**src/rtl/apb_master_arbiter_if.sv**
```systemverilog
// Bundle of signals between two requesters, the APB arbiter and one APB slave.
// master: the arbiter's view. slave: the view of the environment around it
// (requesters and the APB slave).
interface apb_master_arbiter_if #(
  parameter int ADDR_W = 8,
  parameter int DATA_W = 32
);
  // Requester 0
  logic              req0_valid;
  logic              req0_write;
  logic [ADDR_W-1:0] req0_addr;
  logic [DATA_W-1:0] req0_wdata;
  logic              req0_ready;
  logic              req0_done;
  logic [DATA_W-1:0] req0_rdata;
  logic              req0_err;
  // Requester 1
  logic              req1_valid;
  logic              req1_write;
  logic [ADDR_W-1:0] req1_addr;
  logic [DATA_W-1:0] req1_wdata;
  logic              req1_ready;
  logic              req1_done;
  logic [DATA_W-1:0] req1_rdata;
  logic              req1_err;
  // APB bus
  logic              PSEL;
  logic              PENABLE;
  logic              PWRITE;
  logic [ADDR_W-1:0] PADDR;
  logic [DATA_W-1:0] PWDATA;
  logic [DATA_W-1:0] PRDATA;
  logic              PREADY;
  logic              PSLVERR;

  modport master (
    input  req0_valid, req0_write, req0_addr, req0_wdata,
    output req0_ready, req0_done, req0_rdata, req0_err,
    input  req1_valid, req1_write, req1_addr, req1_wdata,
    output req1_ready, req1_done, req1_rdata, req1_err,
    output PSEL, PENABLE, PWRITE, PADDR, PWDATA,
    input  PRDATA, PREADY, PSLVERR
  );

  modport slave (
    output req0_valid, req0_write, req0_addr, req0_wdata,
    input  req0_ready, req0_done, req0_rdata, req0_err,
    output req1_valid, req1_write, req1_addr, req1_wdata,
    input  req1_ready, req1_done, req1_rdata, req1_err,
    input  PSEL, PENABLE, PWRITE, PADDR, PWDATA,
    output PRDATA, PREADY, PSLVERR
  );
endinterface

```
**src/rtl/apb_master_arbiter.sv**
```systemverilog
// Two-requester round-robin arbiter driving a single APB master port.
// IDLE -> SETUP -> ACCESS, with direct ACCESS -> SETUP hand-over when another
// request is pending as the current transfer completes.
// Optional feature: define APB_ARB_TIMEOUT_EN to abort an ACCESS phase that
// has waited 15 cycles on PREADY (done pulse with err=1, rdata=0).
module apb_master_arbiter #(
  parameter int ADDR_W = 8,
  parameter int DATA_W = 32
) (
  input logic                  PCLK,
  input logic                  PRESET,
  apb_master_arbiter_if.master bus
);

  typedef enum logic [1:0] {IDLE, SETUP, ACCESS} state_t;

  state_t            state_q, state_d;
  logic              psel_q, psel_d;
  logic              penable_q, penable_d;
  logic              pwrite_q, pwrite_d;
  logic [ADDR_W-1:0] paddr_q, paddr_d;
  logic [DATA_W-1:0] pwdata_q, pwdata_d;
  logic              last_q, last_d;   // requester granted most recently
  logic              id_q, id_d;       // owner of the transfer in flight
  logic              done0_q, done0_d, done1_q, done1_d;
  logic              err0_q, err0_d, err1_q, err1_d;
  logic [DATA_W-1:0] rdata0_q, rdata0_d, rdata1_q, rdata1_d;

  logic complete;   // ACCESS finishing normally this cycle
  logic timeout;    // ACCESS being aborted this cycle
  logic grant_pt;
  logic any_valid;
  logic gnt;        // requester chosen at this grant point
  logic accept;

`ifdef APB_ARB_TIMEOUT_EN
  logic [3:0] cnt_q, cnt_d;

  assign timeout = (state_q == ACCESS) && !bus.PREADY && (cnt_q == 4'hF);

  // Wait-state counter: cleared on the way into ACCESS, counts PREADY=0 cycles.
  always_comb begin
    cnt_d = cnt_q;
    if (state_q == SETUP) begin
      cnt_d = 4'h0;
    end else if ((state_q == ACCESS) && !bus.PREADY) begin
      cnt_d = cnt_q + 4'h1;
    end
  end

  // Counter register.
  always_ff @(posedge PCLK) begin
    if (PRESET) cnt_q <= 4'h0;
    else        cnt_q <= cnt_d;
  end
`else
  assign timeout = 1'b0;
`endif

  assign complete  = (state_q == ACCESS) && bus.PREADY;
  assign grant_pt  = !PRESET && ((state_q == IDLE) || complete);
  assign any_valid = bus.req0_valid || bus.req1_valid;
  // Tie goes to the requester not granted last; otherwise the only one asking.
  assign gnt       = (bus.req0_valid && bus.req1_valid) ? ~last_q : bus.req1_valid;
  assign accept    = grant_pt && any_valid;

  assign bus.req0_ready = accept && !gnt;
  assign bus.req1_ready = accept && gnt;

  assign bus.PSEL    = psel_q;
  assign bus.PENABLE = penable_q;
  assign bus.PWRITE  = pwrite_q;
  assign bus.PADDR   = paddr_q;
  assign bus.PWDATA  = pwdata_q;

  assign bus.req0_done  = done0_q;
  assign bus.req0_err   = err0_q;
  assign bus.req0_rdata = rdata0_q;
  assign bus.req1_done  = done1_q;
  assign bus.req1_err   = err1_q;
  assign bus.req1_rdata = rdata1_q;

  // Next-state, APB outputs, grant bookkeeping and completion reporting.
  always_comb begin
    state_d   = state_q;
    psel_d    = psel_q;
    penable_d = penable_q;
    pwrite_d  = pwrite_q;
    paddr_d   = paddr_q;
    pwdata_d  = pwdata_q;
    last_d    = last_q;
    id_d      = id_q;
    done0_d   = 1'b0;
    done1_d   = 1'b0;
    err0_d    = 1'b0;
    err1_d    = 1'b0;
    rdata0_d  = '0;
    rdata1_d  = '0;

    // Completion report goes to the owner of the finishing transfer.
    if (complete || timeout) begin
      if (!id_q) begin
        done0_d  = 1'b1;
        err0_d   = timeout || bus.PSLVERR;
        rdata0_d = (pwrite_q || timeout) ? '0 : bus.PRDATA;
      end else begin
        done1_d  = 1'b1;
        err1_d   = timeout || bus.PSLVERR;
        rdata1_d = (pwrite_q || timeout) ? '0 : bus.PRDATA;
      end
    end

    case (state_q)
      IDLE: begin
        if (accept) begin
          state_d   = SETUP;
          psel_d    = 1'b1;
          penable_d = 1'b0;
        end
      end
      SETUP: begin
        state_d   = ACCESS;
        penable_d = 1'b1;
      end
      ACCESS: begin
        if (timeout) begin
          state_d   = IDLE;
          psel_d    = 1'b0;
          penable_d = 1'b0;
        end else if (bus.PREADY) begin
          if (accept) begin
            state_d   = SETUP;
            psel_d    = 1'b1;
            penable_d = 1'b0;
          end else begin
            state_d   = IDLE;
            psel_d    = 1'b0;
            penable_d = 1'b0;
          end
        end
      end
      default: begin
        state_d   = IDLE;
        psel_d    = 1'b0;
        penable_d = 1'b0;
      end
    endcase

    // Transfer fields are captured only on acceptance and held until the next.
    if (accept) begin
      last_d   = gnt;
      id_d     = gnt;
      pwrite_d = gnt ? bus.req1_write : bus.req0_write;
      paddr_d  = gnt ? bus.req1_addr  : bus.req0_addr;
      pwdata_d = gnt ? bus.req1_wdata : bus.req0_wdata;
    end
  end

  // State register; reset abandons any in-flight transfer silently.
  always_ff @(posedge PCLK) begin
    if (PRESET) begin
      state_q   <= IDLE;
      psel_q    <= 1'b0;
      penable_q <= 1'b0;
      pwrite_q  <= 1'b0;
      paddr_q   <= '0;
      pwdata_q  <= '0;
      last_q    <= 1'b1;
      id_q      <= 1'b0;
      done0_q   <= 1'b0;
      done1_q   <= 1'b0;
      err0_q    <= 1'b0;
      err1_q    <= 1'b0;
      rdata0_q  <= '0;
      rdata1_q  <= '0;
    end else begin
      state_q   <= state_d;
      psel_q    <= psel_d;
      penable_q <= penable_d;
      pwrite_q  <= pwrite_d;
      paddr_q   <= paddr_d;
      pwdata_q  <= pwdata_d;
      last_q    <= last_d;
      id_q      <= id_d;
      done0_q   <= done0_d;
      done1_q   <= done1_d;
      err0_q    <= err0_d;
      err1_q    <= err1_d;
      rdata0_q  <= rdata0_d;
      rdata1_q  <= rdata1_d;
    end
  end

endmodule

```
**src/flat_wrapper.sv**
```systemverilog
// flat-port wrapper written by rule: the top's interface ports become plain ports
module apb_master_arbiter_flat 
#(
  parameter int ADDR_W = 8,
  parameter int DATA_W = 32
)
  (PCLK, PRESET, bus_req0_valid, bus_req0_write, bus_req0_addr, bus_req0_wdata, bus_req0_ready, bus_req0_done, bus_req0_rdata, bus_req0_err, bus_req1_valid, bus_req1_write, bus_req1_addr, bus_req1_wdata, bus_req1_ready, bus_req1_done, bus_req1_rdata, bus_req1_err, bus_PSEL, bus_PENABLE, bus_PWRITE, bus_PADDR, bus_PWDATA, bus_PRDATA, bus_PREADY, bus_PSLVERR);
  apb_master_arbiter_if #(.ADDR_W(ADDR_W), .DATA_W(DATA_W)) bus_i ();
  input logic PCLK;
  input logic PRESET;
  input wire logic [$bits(bus_i.req0_valid)-1:0] bus_req0_valid;
  input wire logic [$bits(bus_i.req0_write)-1:0] bus_req0_write;
  input wire logic [$bits(bus_i.req0_addr)-1:0] bus_req0_addr;
  input wire logic [$bits(bus_i.req0_wdata)-1:0] bus_req0_wdata;
  output wire logic [$bits(bus_i.req0_ready)-1:0] bus_req0_ready;
  output wire logic [$bits(bus_i.req0_done)-1:0] bus_req0_done;
  output wire logic [$bits(bus_i.req0_rdata)-1:0] bus_req0_rdata;
  output wire logic [$bits(bus_i.req0_err)-1:0] bus_req0_err;
  input wire logic [$bits(bus_i.req1_valid)-1:0] bus_req1_valid;
  input wire logic [$bits(bus_i.req1_write)-1:0] bus_req1_write;
  input wire logic [$bits(bus_i.req1_addr)-1:0] bus_req1_addr;
  input wire logic [$bits(bus_i.req1_wdata)-1:0] bus_req1_wdata;
  output wire logic [$bits(bus_i.req1_ready)-1:0] bus_req1_ready;
  output wire logic [$bits(bus_i.req1_done)-1:0] bus_req1_done;
  output wire logic [$bits(bus_i.req1_rdata)-1:0] bus_req1_rdata;
  output wire logic [$bits(bus_i.req1_err)-1:0] bus_req1_err;
  output wire logic [$bits(bus_i.PSEL)-1:0] bus_PSEL;
  output wire logic [$bits(bus_i.PENABLE)-1:0] bus_PENABLE;
  output wire logic [$bits(bus_i.PWRITE)-1:0] bus_PWRITE;
  output wire logic [$bits(bus_i.PADDR)-1:0] bus_PADDR;
  output wire logic [$bits(bus_i.PWDATA)-1:0] bus_PWDATA;
  input wire logic [$bits(bus_i.PRDATA)-1:0] bus_PRDATA;
  input wire logic [$bits(bus_i.PREADY)-1:0] bus_PREADY;
  input wire logic [$bits(bus_i.PSLVERR)-1:0] bus_PSLVERR;
  assign bus_i.req0_valid = bus_req0_valid;
  assign bus_i.req0_write = bus_req0_write;
  assign bus_i.req0_addr = bus_req0_addr;
  assign bus_i.req0_wdata = bus_req0_wdata;
  assign bus_req0_ready = bus_i.req0_ready;
  assign bus_req0_done = bus_i.req0_done;
  assign bus_req0_rdata = bus_i.req0_rdata;
  assign bus_req0_err = bus_i.req0_err;
  assign bus_i.req1_valid = bus_req1_valid;
  assign bus_i.req1_write = bus_req1_write;
  assign bus_i.req1_addr = bus_req1_addr;
  assign bus_i.req1_wdata = bus_req1_wdata;
  assign bus_req1_ready = bus_i.req1_ready;
  assign bus_req1_done = bus_i.req1_done;
  assign bus_req1_rdata = bus_i.req1_rdata;
  assign bus_req1_err = bus_i.req1_err;
  assign bus_PSEL = bus_i.PSEL;
  assign bus_PENABLE = bus_i.PENABLE;
  assign bus_PWRITE = bus_i.PWRITE;
  assign bus_PADDR = bus_i.PADDR;
  assign bus_PWDATA = bus_i.PWDATA;
  assign bus_i.PRDATA = bus_PRDATA;
  assign bus_i.PREADY = bus_PREADY;
  assign bus_i.PSLVERR = bus_PSLVERR;
  apb_master_arbiter #(.ADDR_W(ADDR_W), .DATA_W(DATA_W)) u_core (.PCLK(PCLK), .PRESET(PRESET), .bus(bus_i));
endmodule
```
**config.mk**
```make
export PLATFORM = sky130hd
export DESIGN_NAME = apb_master_arbiter_flat
export DESIGN_NICKNAME = d
export VERILOG_FILES = /design/src/rtl/apb_master_arbiter_if.sv /design/src/rtl/apb_master_arbiter.sv /design/src/flat_wrapper.sv
export SDC_FILE = /design/constraint.sdc
export NUM_CORES = 1
export LEC_CHECK = 0
export CAP_MARGIN = 20
export CORE_MARGIN = 3
export CORE_UTILIZATION = 41
export DETAILED_ROUTE_END_ITERATION = 8
export GPL_TIMING_DRIVEN = 0
export PLACE_DENSITY = 0.85
export SLEW_MARGIN = 20
export SYNTH_ARGS = -nofsm -noshare
export SYNTH_HDL_FRONTEND = slang
export SYNTH_SLANG_ARGS = --single-unit
```
**constraint.sdc**
```tcl
create_clock -name PCLK -period 2.9 [get_ports PCLK]
set_input_delay 0.58 -clock PCLK [delete_from_list [all_inputs] [get_ports PCLK]]
set_output_delay 0.58 -clock PCLK [all_outputs]
set_load 0.01 [all_outputs]
```
==> summary.md <==
| Metric | Value |
|---|---|
| Nature of the critical path startpoint | `input port` |
| Crit path largest cell delay | `540 ps` |
| Overflow after GRT | `0` |
| Height of the chip | `105.7 um` |
| Synth unique cells | `29` |
| DPL Wire Length | `10640 um` |
| Tightest Pin Transition | `442.7 ps` |
| Outcome | `finished clean` |
| Htree depth | `4` |
| CP max stage cell | `clkdlybuf4s50_1` |
| Core region area | `9459 um^2` |
| FP Rows | `35` |
| CP endpoint kind | `primary output` |
| Cell accounting for the most synthesized area | `dfxtp_1` |
| Synth area leaders | `dfxtp_1 56%, o32ai_1 8.8%, a211oi_1 7.6%` |
| Worst Path Max Fanout | `10` |
| Layout fillers | `653` |
| Largest net degree at the start of global routing | `17` |
| Nets | `781` |
| Total CTS buffers | `17` |
| DRC viols | `0` |
| M1 wire length | `5449 um` |
| WHS | `464.7 ps` |
| CTS max path bufs | `2` |
| Flop pwr share | `36.6%` |
| CP Class | `in2out` |
| Clock Tree Root | `clkbuf_8` |
| Post_cts resized | `4` |
| Number of global-route vias before repair | `4367` |
| Post-Synthesis Cells | `411` |
| WL/cell | `17.83 um` |
| PD cells | `635.8 nW/um^2` |
| Unrepaired setup endpoints after global routing | `no` |
| Fmax | `361.9 MHz` |
| Initial core utilization | `43.04%` |
| Top cell type's share of synthesized area | `56.05%` |
| Non-Filler Instances | `802` |
| First-pass GRT wire length | `22400 um` |
| Drt first-iter violations | `163` |
| Met2 Wirelength | `7209 um` |
| Peak VDD IR | `442.4 uV` |
| Port bufs | `232` |
| Number of antenna diodes | `0` |
| Synth Net Count | `531` |
| Internal power | `3.496 mW` |
| Clk pwr share | `49.1%` |
| Cell Count Post-Placement | `772` |
| Seq/Total Area, Yosys | `56.05%` |
| Die W | `105.7 um` |
| # IOs | `233` |
| Worst Hold Class | `reg2reg` |
| All-Layer GR Usage | `25.17%` |
| Avg Cell Area, Syn | `9.906 um^2` |
| Final period utilization | `95.29%` |
| TritonCTS clock tree | `done` |
| Psw | `1.079 mW` |
| Sw frac | `23.59%` |
| Max Slew Vio Count | `0` |
| Minimum clock period | `2763 ps` |
| Clock transition at path regs | `60 ps` |
| Final setup viols | `0` |
| Yosys reg bits | `114` |
| Area Growth Syn to Fin | `76.74%` |
| Die area | `11160 um^2` |
| Worst Skew | `5.357 ps` |
| Required @ worst endpoint | `2320 ps` |
| Post-CTS Setup Repair Bufs | `0` |
| Top Metal Used | `met4` |
| Vias per inst | `5.296` |
| Worst rel slew slack | `70.49%` |
| Worst skew pair latency | `500 ps` |
| DRT Pass-1 Iters | `5` |
| Comb power frac | `14.4%` |
| Initial antenna violation count | `0` |
| Cts hold-fix bufs | `0` |
| Max Cap Viol | `0` |
| Final Hold Vio Count | `0` |
| Via count | `4247` |
| Ratio of cells with drive above 1 in the final layout | `10.85%` |
| Antenna Nets Post-Route | `0` |
| CP Cell Sequence | `clkdlybuf4s50_1, clkinv_1, clkbuf_2, nor3_1, dlygate4sd2_1` |
| CP arrival | `2180 ps` |
| Final Wtd Congestion | `0.8408` |
| Synth warnings | `0` |
| Metal3 WL | `1412 um` |
| Mapped Area | `4071 um^2` |
| Sink Count | `114` |
| DRT Wirelength | `14300 um` |
| Leakage | `2.687 nW` |
sequential cells by signal (all words and copies together) (netlist names):
name                   cells
u_core.bus.PADDR           8
u_core.bus.PENABLE         1
u_core.bus.PSEL            1
u_core.bus.PWDATA         32
u_core.bus.PWRITE          1
u_core.bus.req0_done       1
u_core.bus.req0_err        1
u_core.bus.req0_rdata     32
u_core.bus.req1_done       1
u_core.bus.req1_err        1
u_core.bus.req1_rdata     32
u_core.id_q                1
u_core.last_q              1
u_core.state_q             1
power groups by stage:
| stage | registers (mW) | logic [mW] | clock network (mW) |
|---|---|---|---|
| global route | 1.68 | 0.707 | 2.34 |
| finish | 1.67 | 0.657 | 2.24 |
| floorplan | 1.73 | 0.256 | 0 |
| CTS | 1.67 | 0.656 | 2.27 |
| detailed placement | 1.71 | 0.650 | 0 |
| global placement | 1.70 | 0.637 | 0 |
routing by layer:
layer	vias up	global-route usage, %
li1	2016	-
met1	1973	28.05
met2	238	43.85
met3	20	9.798
met4	0	8.418
met5	-	0
cell usage after synthesis (all sizes together):
library cell	instances
a21bo	1
nand2	2
mux2i	1
inv	3
or3	1
a31oi	41
nand3	1
and2b	1
buf	34
a211oi	41
nor2	72
dfxtp	114
o2bb2ai	1
nand4b	1
nor3	2
a21oi	1
clkinv	1
o32ai	41
a221o	1
nand2b	33
nor2b	2
o21ai	1
clkbuf	13
nand4	1
or2	1
final timing paths:
path              cells past startpoint                       startpoint  slack [ps]                                  to
setup reg to reg                      6  u_core.bus.PENABLE$_SDFFE_PP0P_        1400  u_core.bus.PWDATA[15]$_SDFFE_PP0P_
hold / removal                        2     u_core.bus.PSEL$_SDFFE_PP0P_         460        u_core.bus.PSEL$_SDFFE_PP0P_
setup / recovery                      5                   bus_req0_valid         140                      bus_req0_ready
hold reg to reg                       2     u_core.bus.PSEL$_SDFFE_PP0P_         460        u_core.bus.PSEL$_SDFFE_PP0P_
layout make-up:
class / count / area (um^2) / area share (%)
Timing Repair Buffer: 232 / 2320 / 32.24
Sequential cell: 114 / 2282 / 31.72
Multi-Input combinational cell: 246 / 1550 / 21.54
Clock buffer: 17 / 414.1 / 5.756
Clock inverter: 14 / 227.7 / 3.165
Buffer: 46 / 225.2 / 3.130
Tap cell: 129 / 161.4 / 2.243
Inverter: 4 / 15.01 / 0.2087
metrics by stage:
stage / TNS, ps / total power [mW] / util, % / setup WS (ps) / cell area (um^2)
after floorplan: 0 / 1.985 / - / 942.6 / 4071
after global placement: -469.8 / 2.340 / 69.30 / -287.0 / 6555
final: 0 / 4.575 / 76.07 / 136.6 / 7196
after global routing: 0 / 4.732 / 76.07 / 11.93 / 7196
after detailed placement: -459.8 / 2.355 / 69.30 / -285.3 / 6555
after CTS: 0 / 4.597 / 76.06 / 56.63 / 7194
critical path: cells and delay by family:
kind / cells / cell delay [ps]
buf+inv: 4 / 1380
simple gates: 1 / 220
cells in the final DEF, fill, tap and decap left out, drive strengths merged:
cell and instances:
nor3 2, nand2 2, clkdlybuf4s50 230, dfxtp 114, nand4b 1, nand2b 33
a31oi 41, a221o 1, nor2b 2, mux2i 1, clkinv 6, bufinv 5
nand4 1, inv 6, buf 33, o21ai 1, nor2 72, clkinvlp 1
or2 1, or3 1, a21oi 1, o32ai 41, dlygate4sd2 2, o2bb2ai 1
a21bo 1, clkbuf 30, a211oi 41, nand3 1, and2b 1
logic make-up (layout without fill, tap and decap cells):
kind of cell / count (synthesis) / count (layout) / share of synthesized area [%]
AOI/OAI and AO/OA: 128 / 128 / 23.63
buffers and inverters: 51 / 313 / 5.870
DFF: 114 / 114 / 56.05
muxes: 1 / 1 / 0.2459
and+or+nand+nor: 117 / 117 / 14.20
No activity file was read; power rests on OpenSTA's default activity.
